--- src/rtl/button_pkg.sv ---
// Shared encodings and helpers for the push-button front end.
package button_pkg;

  typedef enum logic [1:0] {
    IDLE = 2'd0,
    HELD = 2'd1,
    LONG = 2'd2
  } state_t;

  function automatic int ms_to_cycles(input int clk_hz, input int ms);
    return clk_hz / 1000 * ms;
  endfunction

endpackage

--- src/rtl/sync_2ff.sv ---
// Generic two-flop synchronizer for asynchronous pad inputs.
module sync_2ff #(
  parameter logic RESET_VAL = 1'b0
) (
  input  logic clock,
  input  logic reset,
  input  logic d,
  output logic q
);

  logic meta;

  always_ff @(posedge clock) begin
    if (reset) begin
      meta <= RESET_VAL;
      q    <= RESET_VAL;
    end else begin
      meta <= d;
      q    <= meta;
    end
  end

endmodule

--- src/rtl/button_debounce.sv ---
// Push-button synchronizer, debouncer and press/release/click/long classifier.
//   state | meaning
//   IDLE  | debounced button released
//   HELD  | debounced button held, long threshold not yet reached
//   LONG  | held past the long threshold, long_pulse already issued
module button_debounce
  import button_pkg::*;
#(
  parameter int CLK_HZ      = 10_000_000,
  parameter int DEBOUNCE_MS = 20,
  parameter int LONG_MS     = 1000
) (
  input  logic clock,
  input  logic reset,
  input  logic button_n,
  output logic pressed,
  output logic press_pulse,
  output logic release_pulse,
  output logic click_pulse,
  output logic long_pulse
);

  localparam int DEB_CYCLES  = ms_to_cycles(CLK_HZ, DEBOUNCE_MS);
  localparam int LONG_CYCLES = ms_to_cycles(CLK_HZ, LONG_MS);
  localparam int DEB_W       = $clog2(DEB_CYCLES);
  localparam int HOLD_W      = $clog2(LONG_CYCLES);
  localparam logic [DEB_W-1:0]  DEB_LAST  = DEB_W'(DEB_CYCLES - 1);
  localparam logic [HOLD_W-1:0] HOLD_LAST = HOLD_W'(LONG_CYCLES - 1);

  if (DEB_CYCLES < 2) begin : g_deb_check
    $error("button_debounce: DEB_CYCLES must be at least 2");
  end
  if (LONG_CYCLES <= DEB_CYCLES) begin : g_long_check
    $error("button_debounce: LONG_CYCLES must exceed DEB_CYCLES");
  end

  logic              button_sync_n;
  logic              sync_press;
  logic              differ;
  logic              deb_done;
  logic              rise;
  logic              fall;
  logic [DEB_W-1:0]  deb_cnt;
  logic [HOLD_W-1:0] hold_cnt;
  logic [HOLD_W-1:0] hold_next;
  state_t            state;
  state_t            state_next;
  logic              press_d;
  logic              release_d;
  logic              click_d;
  logic              long_d;

  // Reset to released so a button held through reset is seen as a new press.
  sync_2ff #(
    .RESET_VAL(1'b1)
  ) u_sync (
    .clock(clock),
    .reset(reset),
    .d    (button_n),
    .q    (button_sync_n)
  );

  assign sync_press = ~button_sync_n;
  assign differ     = sync_press != pressed;
  assign deb_done   = differ && (deb_cnt == DEB_LAST);
  assign rise       = deb_done && sync_press;
  assign fall       = deb_done && !sync_press;

  always_ff @(posedge clock) begin
    if (reset) begin
      deb_cnt <= '0;
      pressed <= 1'b0;
    end else begin
      if (!differ || deb_done) begin
        deb_cnt <= '0;
      end else begin
        deb_cnt <= deb_cnt + DEB_W'(1);
      end
      if (deb_done) begin
        pressed <= ~pressed;
      end
    end
  end

  always_ff @(posedge clock) begin
    if (reset) begin
      state         <= IDLE;
      hold_cnt      <= '0;
      press_pulse   <= 1'b0;
      release_pulse <= 1'b0;
      click_pulse   <= 1'b0;
      long_pulse    <= 1'b0;
    end else begin
      state         <= state_next;
      hold_cnt      <= hold_next;
      press_pulse   <= press_d;
      release_pulse <= release_d;
      click_pulse   <= click_d;
      long_pulse    <= long_d;
    end
  end

  always_comb begin
    state_next = state;
    hold_next  = hold_cnt;
    case (state)
      IDLE: begin
        hold_next = '0;
        if (rise) begin
          state_next = HELD;
        end
      end
      HELD: begin
        if (fall) begin
          state_next = IDLE;
        end else if (hold_cnt == HOLD_LAST) begin
          state_next = LONG;
        end else begin
          hold_next = hold_cnt + HOLD_W'(1);
        end
      end
      LONG: begin
        if (fall) begin
          state_next = IDLE;
        end
      end
      default: begin
        state_next = IDLE;
        hold_next  = '0;
      end
    endcase
  end

  // A release landing on the long threshold counts as a click.
  always_comb begin
    press_d   = 1'b0;
    release_d = 1'b0;
    click_d   = 1'b0;
    long_d    = 1'b0;
    case (state)
      IDLE: press_d = rise;
      HELD: begin
        release_d = fall;
        click_d   = fall;
        long_d    = !fall && (hold_cnt == HOLD_LAST);
      end
      LONG: release_d = fall;
      default: ;
    endcase
  end

endmodule

--- config.mk ---
export PLATFORM = sky130hd
export DESIGN_NAME = button_debounce
export DESIGN_NICKNAME = d
export VERILOG_FILES = /design/src/rtl/button_pkg.sv /design/src/rtl/sync_2ff.sv /design/src/rtl/button_debounce.sv
export SDC_FILE = /design/constraint.sdc
export NUM_CORES = 1
export LEC_CHECK = 0
export BUFFER_PORTS_ARGS = -buffer_cell sky130_fd_sc_hd__buf_2
export CORE_ASPECT_RATIO = 0.75
export CORE_MARGIN = 3
export CORE_UTILIZATION = 61
export DETAILED_ROUTE_END_ITERATION = 8
export PLACE_DENSITY = 0.78
export RECOVER_POWER = 25
export SLEW_MARGIN = 15
export SYNTH_ARGS = -nofsm -noshare
export SYNTH_HDL_FRONTEND = slang
export SYNTH_SLANG_ARGS = --single-unit
--- constraint.sdc ---
create_clock -name clock -period 3.3 [get_ports clock]
set_clock_uncertainty 0.15 [all_clocks]
set_input_delay 0 -clock clock [delete_from_list [all_inputs] [get_ports clock]]
set_output_delay 0 -clock clock [all_outputs]
set_load 0.01 [all_outputs]
==> flow_summary_export.csv, run 1 <==
group,metric,value,unit
final_layout,seqCellArea,1020,um2
placed_design,dpl.hpwl,3910,um
placed_design,finalWeightedCongestion,0.937,
routing,drc,0,
grt,antenna_found_initial,0,
die,placementRows,19,
timing,holdWs,9.87,ps
run,drv_cap,0,
clock_tree,htreeDepth,2,
clock_tree,cts.sinks,51,
timing,setup_viol,0,
clock_tree,cts_resized,0,
grt,grt_pass1_vias,1924,
clock_tree,clk_pin_slew_worst_paths,90,ps
clock_tree,worstSkewPairLatency,310,ps
clock_tree,cts_tree,"yes",
routing,num_vias,2297,
synth,synth.yosys.seq_area_share,40.4,%
timing,tightest_slew,789,ps
die,ios,8,
worst_setup_path,arrival,2740,ps
synth,synth.ff_latch_count,51,
synth,ys.flop_type,"dfxtp_1",
synth,netlist_area,2530,um2
die,die_y,61.7,um
grt,grt.total_usage,24.5,%
clock_tree,cts_hold_buffers,1,
synth,synth.avg_cell_area,8.18,um2
power,max-vdd-ir-drop,0.251,mV
clock_tree,cts_setup_buffers,0,
routing,dr.pass1.iters,4,
synth,ys_warn_count,0,
synth,synth_top_area_share,40.4,%
worst_setup_path,required,3350,ps
final_layout,multi_input_area,1410,um2
worst_setup_path,crit_type,"reg -> reg",
worst_setup_path,path_max_fanout,22,
final_layout,nFillCells,309,
die,start_util,66.0,%
die,core-area,3830,um2
final_layout,drive_above_1_share,6.33,%
timing,rsz0062_at_grt,"false",
synth,ys_async_sr_fraction,0,%
clock_tree,cts_buffers,5,
timing,finalCriticalPeriod,2690,ps
placed_design,io_buffers,7,
final_layout,fin_area,2690,um2
synth,syn-num-nets,317,
final_layout,num_antenna_cells,0,
timing,final_max_slew_viol_count,0,
clock_tree,clockRootBuffer,"clkbuf_8",
routing,wire_per_inst,15.2,um
placed_design,dpl.cell_count,359,
synth,synthTopCellsByArea,"dfxtp_1, nor2_1, nand2_1",
routing,drt-vias-per-instance,6.24,
power,powerDensity,376,nW/um2
synth,synth.distinct_cells,48,
worst_setup_path,cp-end-kind,"register",
timing,tns,0,ps
worst_hold_path,hp-class,"in -> reg",
timing,period_share,81.7,%
final_layout,post-route-util,70.2,%
routing,final_antenna_net_count,0,
final_layout,stdcell_count,368,
routing,wirelength,5600,um
synth,synth_edf_count,0,
timing,max_slew_margin,47.4,%
synth,yosys.area.top_type,"dfxtp_1",
run_status,status,"finished, final reports clean",
synth,synth_cells,309,
grt,overflow,0,
final_layout,final_nets,323,
routing,drt_iter0_markers,194,
final_layout,areaGrowthSynthToFinish,6.24,%
timing,hold_violations,0,
timing,fmax,371,MHz
grt,grt_max_degree,30,
grt,grt_pass1_wl,9300,um
placed_design,postPlaceCellArea,2600,um2
clock_tree,cts_buffer_depth,2,
worst_setup_path,critPathLaunchType,"register",
die,dieWidth,80.3,um
die,die_area,4960,um2
power,p_leak,0.000931,uW
==> routing by layer <==
layer / up-vias / track usage (%) / routed length [um]
li1: 1126 / - / -
met5: - / 0 / 0
met3: 8 / 5.48 / 417
met2: 88 / 33.3 / 2210
met1: 1075 / 37.9 / 2900
met4: 0 / 8.43 / 72
==> synth_stat cells, drive strengths merged, types with 2 or more instances <==
master / instances
nor4: 7
ha: 5
nor2b: 2
or4: 2
nand2: 26
a311oi: 3
and3: 9
xnor2: 6
o21ai: 17
o41ai: 2
or3: 5
a21o: 9
xor2: 11
and2: 2
a21oi: 14
nor3: 13
a31oi: 7
a32o: 4
nand3: 18
nor4b: 2
nor2: 36
inv: 10
nand4: 11
clkbuf: 11
or2: 9
dfxtp: 51
==> kinds of logic (layout without fill, tap and decap cells) <==
| group | Yosys count | in the layout | synth area share (%) |
|---|---|---|---|
| muxes | 1 | 1 | 0.396 |
| buffers and inverters | 23 | 30 | 3.71 |
| and+or+nand+nor | 149 | 149 | 30.9 |
| AOI/OAI and AO/OA | 63 | 63 | 16.2 |
| xor gates and xnor gates | 17 | 17 | 5.89 |
| adders and majority gates | 5 | 5 | 2.48 |
| DFF | 51 | 51 | 40.4 |
==> state kept, by name (all words and copies together) (netlist names) <==
name,flops
pressed,1
click_pulse,1
press_pulse,1
hold_cnt,24
u_sync.q,1
state,2
release_pulse,1
u_sync.meta,1
long_pulse,1
deb_cnt,18
==> cell usage in the layout, fill, tap and decap left out, types with 3 or more instances in the layout <==
master	count
dfxtp_1	51
nor2_1	36
nand2_1	26
nand3_1	17
o21ai_0	17
a21oi_1	14
nand4_1	11
nor3_1	11
xor2_1	11
inv_1	10
and3_1	9
a21o_1	9
clkbuf_1	8
nor4_1	7
a31oi_1	7
or2_2	6
xnor2_1	6
clkbuf_8	6
or3_1	5
ha_1	5
a32o_1	4
or2_0	3
a311oi_1	3
==> cell type report <==
class	count	share of cell area [%]
clock buffers	7	3.22
clock inverters	1	0.326
inverters	11	1.54
multi-input cells	235	52.5
flip-flops and latches	51	38.0
well taps	52	2.42
repair buffers	11	2.00
==> critical path: stages, from the launching register on <==
cell and delay (ps):
dfxtp_1 370, inv_1 70, ha_1 460, and3_1 300, a31o_2 260, nor2_1 360
buf_4 280, nand2_1 80, a32o_1 250
==> per-stage QoR <==
stage                     total power (uW)  setup WS, ps
after floorplan                        641           955
after global placement                 644           799
after detailed placement               644           657
after CTS                             1020           645
after global routing                  1050           461
final                                 1010           605
==> report_power, final <==
group / leakage (uW) / internal (uW) / switching (uW)
clock network: 0.0000484 / 172 / 205
logic: 0.000471 / 3.29 / 10.3
registers: 0.000411 / 616 / 1.23
==> worst paths after layout <==
check | startpoint | endpoint | slack [ps] | cells after the start
hold / removal | reset | press_pulse$_SDFF_PP0_ | 10 | 2
setup reg to reg | state[1]$_SDFFE_PP0P_ | hold_cnt[5]$_SDFFE_PP0P_ | 610 | 8
hold reg to reg | u_sync.meta$_SDFF_PP1_ | u_sync.q$_SDFF_PP1_ | 260 | 1
setup / recovery | state[1]$_SDFFE_PP0P_ | hold_cnt[5]$_SDFFE_PP0P_ | 610 | 8
Note: power is estimated with default switching activity, not from simulation.
==> run 2, diff against run 1 <==
Settings changed: CORE_UTILIZATION 61 to 55, PLACE_DENSITY 0.78 to 0.75.
Clock period 3.3 ns to 2.3 ns, I/O delays scaled along.
==> flow_summary_export.csv, run 2 (synthesis results as in run 1) <==
group,metric,value,unit
timing,hold_violations,0,
final_layout,biggestRegsByFlops,"hold_cnt x24, deb_cnt x18, state x2",
worst_setup_path,reg2reg_slack,90,ps
timing,max_slew_margin,61.8,%
clock_tree,clk_pin_slew_worst_paths,90,ps
clock_tree,cts_buffers,5,
worst_setup_path,path_max_fanout,9,
grt,grt_max_degree,30,
placed_design,finalWeightedCongestion,0.886,
routing,wirelength,6080,um
placed_design,dpl.cell_count,385,
grt,grt_pass1_wl,10500,um
worst_hold_path,min_path_cells,2,
grt,overflow,0,
routing,dr.pass1.iters,5,
die,dieWidth,84.3,um
clock_tree,cts_tree,"yes",
die,start_util,59.8,%
routing,wire_per_inst,15.4,um
grt,antenna_found_initial,0,
clock_tree,clockRootBuffer,"clkbuf_8",
die,core-area,4230,um2
worst_hold_path,worstHoldStart,"reset",
clock_tree,cts_buffer_depth,2,
run,drv_cap,0,
grt,grt_pass1_vias,2263,
placed_design,io_buffers,7,
worst_setup_path,critPathLaunchType,"register",
final_layout,top_register,"hold_cnt",
worst_setup_path,cpPeakStageDelay,550,ps
routing,drt_iter0_markers,211,
final_layout,largest_register_ffs,24,
run_status,status,"finished, final reports clean",
final_layout,nFillCells,366,
final_layout,final_nets,347,
final_layout,final_cell_mix,"dfxtp_1, nor2_1, nand2_1, buf_4, nand3_1",
timing,period_share,96.1,%
final_layout,layout_commonest_cell,"dfxtp_1",
die,die_area,5450,um2
routing,num_vias,2423,
timing,fmax,452,MHz
final_layout,drive_above_1_share,16.5,%
final_layout,post-route-util,69.8,%
routing,drc,0,
die,die_y,64.7,um
die,placementRows,20,
final_layout,areaGrowthSynthToFinish,16.8,%
worst_setup_path,cp-end-kind,"register",
power,powerDensity,513,nW/um2
clock_tree,cts.sinks,51,
worst_setup_path,r2r-start,"hold_cnt[20]$_SDFFE_PP0P_",
worst_setup_path,crit_type,"reg -> reg",
worst_setup_path,arrival,2290,ps
final_layout,num_antenna_cells,0,
placed_design,dpl.hpwl,4280,um
worst_setup_path,r2r_end,"state[1]$_SDFFE_PP0P_",
worst_hold_path,holdPathEnd,"press_pulse$_SDFF_PP0_",
worst_setup_path,r2r_cells,5,
routing,final_antenna_net_count,0,
power,max-vdd-ir-drop,0.379,mV
clock_tree,worstSkewPairLatency,300,ps
worst_setup_path,path_cells,"nand4_1 > or4_4 > or2_4 > or4b_1 > o21ai_0",
clock_tree,htreeDepth,2,
timing,tightest_slew,573,ps
worst_setup_path,cp_slowest_cell,"or4_4",
power,p_leak,0.00108,uW
worst_hold_path,hp-class,"in -> reg",
timing,setup_viol,0,
routing,drt-vias-per-instance,6.15,
timing,finalCriticalPeriod,2210,ps
worst_setup_path,required,2380,ps
timing,final_max_slew_viol_count,0,
grt,grt.total_usage,23.6,%
die,ios,8,
final_layout,stdcell_count,394,
-- run 2: how the worst max path moves through the flow --
stage / slack [ps] / endpoint / from / cells past startpoint
4_1_cts: 10 / hold_cnt[8]$_SDFFE_PP0P_ / deb_cnt[0]$_SDFF_PP0_ / 7
6_report: 90 / state[1]$_SDFFE_PP0P_ / hold_cnt[20]$_SDFFE_PP0P_ / 5
3_3_place_gp: 20 / state[1]$_SDFFE_PP0P_ / hold_cnt[1]$_SDFFE_PP0P_ / 6
3_5_place_dp: -30 / state[1]$_SDFFE_PP0P_ / hold_cnt[1]$_SDFFE_PP0P_ / 6
5_1_grt: -40 / hold_cnt[9]$_SDFFE_PP0P_ / deb_cnt[0]$_SDFF_PP0_ / 8
2_1_floorplan: 30 / state[1]$_SDFFE_PP0P_ / hold_cnt[1]$_SDFFE_PP0P_ / 7
-- run 2: final cells by class --
cell class	instances	area, um2	share of cell area, %
timing repair buffer	35	264	8.94
multi-input combinational	235	1450	49.1
clock inverter	1	30.0	1.02
tap	55	68.8	2.33
inverter	11	41.3	1.40
clock buffer	6	72.6	2.46
sequential	51	1030	34.7
-- run 2: worst max-delay path: cells and delay by family (launching register included) --
kind             cells  cell delay [ps]
AND/OR/NAND/NOR      4             1480
AO/OA/AOI/OAI        1               80
flip-flops           1              430
-- run 2: per-layer routing --
metal / global-route usage, % / part of all wire, % / vias up
met1: 35.0 / 49 / 1160
met5: 0 / 0 / -
met4: 6.83 / 0.51 / 0
met3: 5.59 / 7.9 / 4
met2: 33.8 / 43 / 85
li1: - / - / 1174
-- run 2: metrics by stage --
stage	setup WS, ps	hold WS [ps]	setup TNS (ps)	cell area (um2)	total power (uW)
after floorplan	28.4	-46.2	0	2540	919
after global placement	21.2	47.1	0	2830	928
after detailed placement	-31.2	49.8	-31.2	2830	929
after CTS	9.93	17.5	0	2940	1530
after global routing	-40.3	44.1	-41.6	2950	1570
final	88.6	18.1	0	2950	1510
-- run 2: report_power, final --
group / switching (uW) / total [uW] / internal, uW
combinational: 15.7 / 21.8 / 6.15
sequential: 1.76 / 886 / 884
clock: 288 / 607 / 319
total: 305 / 1510 / 1210
-- run 2: what timing repair did --
action,in CTS,in global routing
pin swaps,0,2
setup endpoints to repair,2,21
gates cloned,0,0
gates resized for setup,1,8
buffers inserted,0,1
hold endpoints to repair,1,0
hold buffers,1,0
==> run 3, diff against run 2 <==
Settings changed: PLACE_DENSITY 0.75 to 0.74.
==> flow_summary_export.csv, run 3 (synthesis results as in run 1) <==
group,metric,value,unit
grt,antenna_found_initial,0,
clock_tree,worstSkewPairLatency,310,ps
power,clkPwrFrac,44.5,%
worst_setup_path,required,2390,ps
final_layout,areaGrowthSynthToFinish,19.4,%
clock_tree,clockRootBuffer,"clkbuf_8",
power,p_seq_share,53.9,%
clock_tree,cts.sinks,51,
worst_setup_path,path_cells,"nand4_1 > or4_4 > or2_4 > or4b_1 > o21ai_0",
clock_tree,cts_tree,"yes",
worst_setup_path,crit_buf_inv,0,
worst_setup_path,cpPeakStageDelay,550,ps
grt,grt_pass1_wl,10300,um
routing,drc,0,
final_layout,biggestRegsByFlops,"hold_cnt x24, deb_cnt x18, state x2",
worst_hold_path,hp-class,"reg -> reg",
run_status,status,"finished, final reports clean",
power,intPower,1330,uW
die,dieWidth,84.3,um
power,power_switching,316,uW
worst_setup_path,critPathLaunchType,"register",
worst_setup_path,arrival,2300,ps
worst_setup_path,cp_slowest_cell,"or4_4",
worst_setup_path,crit_family,"simple AND/OR/NAND/NOR gates",
power,powerDensity,545,nW/um2
final_layout,num_antenna_cells,0,
timing,rsz0062_at_grt,"false",
grt,grt.total_usage,23.5,%
timing,max_slew_margin,62.7,%
die,start_util,59.8,%
timing,final_max_slew_viol_count,0,
grt,grt_max_degree,21,
power,comb_power_share,1.7,%
grt,overflow,0,
final_layout,final_nets,350,
final_layout,layout_commonest_cell,"dfxtp_1",
timing,fmax,452,MHz
final_layout,final_cell_mix,"dfxtp_1, nor2_1, nand2_1, buf_4",
run,drv_cap,0,
power,swShare,19.2,%
routing,wirelength,5960,um
grt,grt_pass1_vias,2156,
timing,period_share,96.2,%
die,core-area,4230,um2
timing,setup_viol,0,
power,p_leak,0.00110,uW
routing,wire_per_inst,15.0,um
clock_tree,cts_buffers,5,
die,die_area,5450,um2
worst_setup_path,crit_type,"reg -> reg",
worst_setup_path,reg2reg_slack,90,ps
timing,hold_violations,0,
routing,num_vias,2378,
die,placementRows,20,
placed_design,io_buffers,7,
die,ios,8,
clock_tree,htreeDepth,2,
clock_tree,clk_pin_slew_worst_paths,90,ps
routing,final_antenna_net_count,0,
final_layout,drive_above_1_share,17.2,%
placed_design,dpl.hpwl,4200,um
timing,finalCriticalPeriod,2210,ps
final_layout,top_register,"hold_cnt",
final_layout,nFillCells,313,
final_layout,largest_register_ffs,24,
routing,dr.pass1.iters,5,
final_layout,post-route-util,71.4,%
timing,tns,0,ps
timing,tightest_slew,560,ps
worst_setup_path,path_max_fanout,8,
worst_setup_path,cp-end-kind,"register",
routing,drt_iter0_markers,162,
die,die_y,64.7,um
placed_design,finalWeightedCongestion,0.887,
power,power,1650,uW
routing,drt-vias-per-instance,5.97,
power,max-vdd-ir-drop,0.384,mV
clock_tree,cts_buffer_depth,2,
[run 3: changes by cell type in the layout (fill, tap and decap cells not counted), sizes merged]
cell / delta
buf: +1
dlygate4sd3: +2
bufinv: +1
[run 3: power by group through the flow]
| stage | registers [uW] | clock network (uW) | logic (uW) |
|---|---|---|---|
| final | 886 | 731 | 27.7 |
| after floorplan | 906 | 0 | 12.9 |
| after CTS | 886 | 745 | 27.6 |
| after global placement | 907 | 0 | 23.2 |
| after detailed placement | 907 | 0 | 23.5 |
| after global routing | 887 | 772 | 30.4 |
[run 3: layout make-up]
| type | instances | area [um2] | area share, % |
|---|---|---|---|
| Multi-Input combinational cell | 235 | 1450 | 48.2 |
| Sequential cell | 51 | 1030 | 34.1 |
| Timing Repair Buffer | 38 | 293 | 9.70 |
| Clock buffer | 6 | 72.6 | 2.40 |
| Tap cell | 55 | 68.8 | 2.28 |
| Clock inverter | 2 | 60.1 | 1.99 |
| Inverter | 11 | 41.3 | 1.37 |
[run 3: routing by layer]
metal | up-vias | routed length [um] | part of all wire, % | track usage, %
li1 | 1189 | - | - | -
met1 | 1084 | 2970 | 50 | 35.6
met2 | 96 | 2370 | 40 | 32.7
met3 | 9 | 541 | 9.1 | 5.46
met4 | 0 | 76 | 1.3 | 7.23
met5 | - | 0 | 0 | 0
[run 3: through the flow]
| stage | instances | setup WS (ps) | instance area (um2) | hold WS [ps] |
|---|---|---|---|---|
| 5_1_grt | 398 | 2.59 | 3020 | 291 |
| 3_3_place_gp | 386 | 56.5 | 2820 | 44.0 |
| 4_1_cts | 397 | 30.2 | 2990 | 271 |
| 2_1_floorplan | 309 | 28.4 | 2540 | -46.2 |
| 3_5_place_dp | 386 | 13.6 | 2820 | 44.6 |
| 6_report | 398 | 88.3 | 3020 | 269 |
[run 3: path summary, 6_finish.rpt]
path	from	end	cells after the start
worst min register to register	u_sync.meta$_SDFF_PP1_	u_sync.q$_SDFF_PP1_	1
worst min-delay path	u_sync.meta$_SDFF_PP1_	u_sync.q$_SDFF_PP1_	1
worst max-delay path	hold_cnt[9]$_SDFFE_PP0P_	state[1]$_SDFFE_PP0P_	5
worst max register to register	hold_cnt[9]$_SDFFE_PP0P_	state[1]$_SDFFE_PP0P_	5
[run 3: timing repair]
item / CTS / global route
resized for setup: 1 / 9
hold buffers: 3 / 0
hold endpoints to repair: 4 / 0
setup buffers: 0 / 1
setup endpoints to repair: 2 / 12
pin swaps: 0 / 2
cloned: 0 / 0
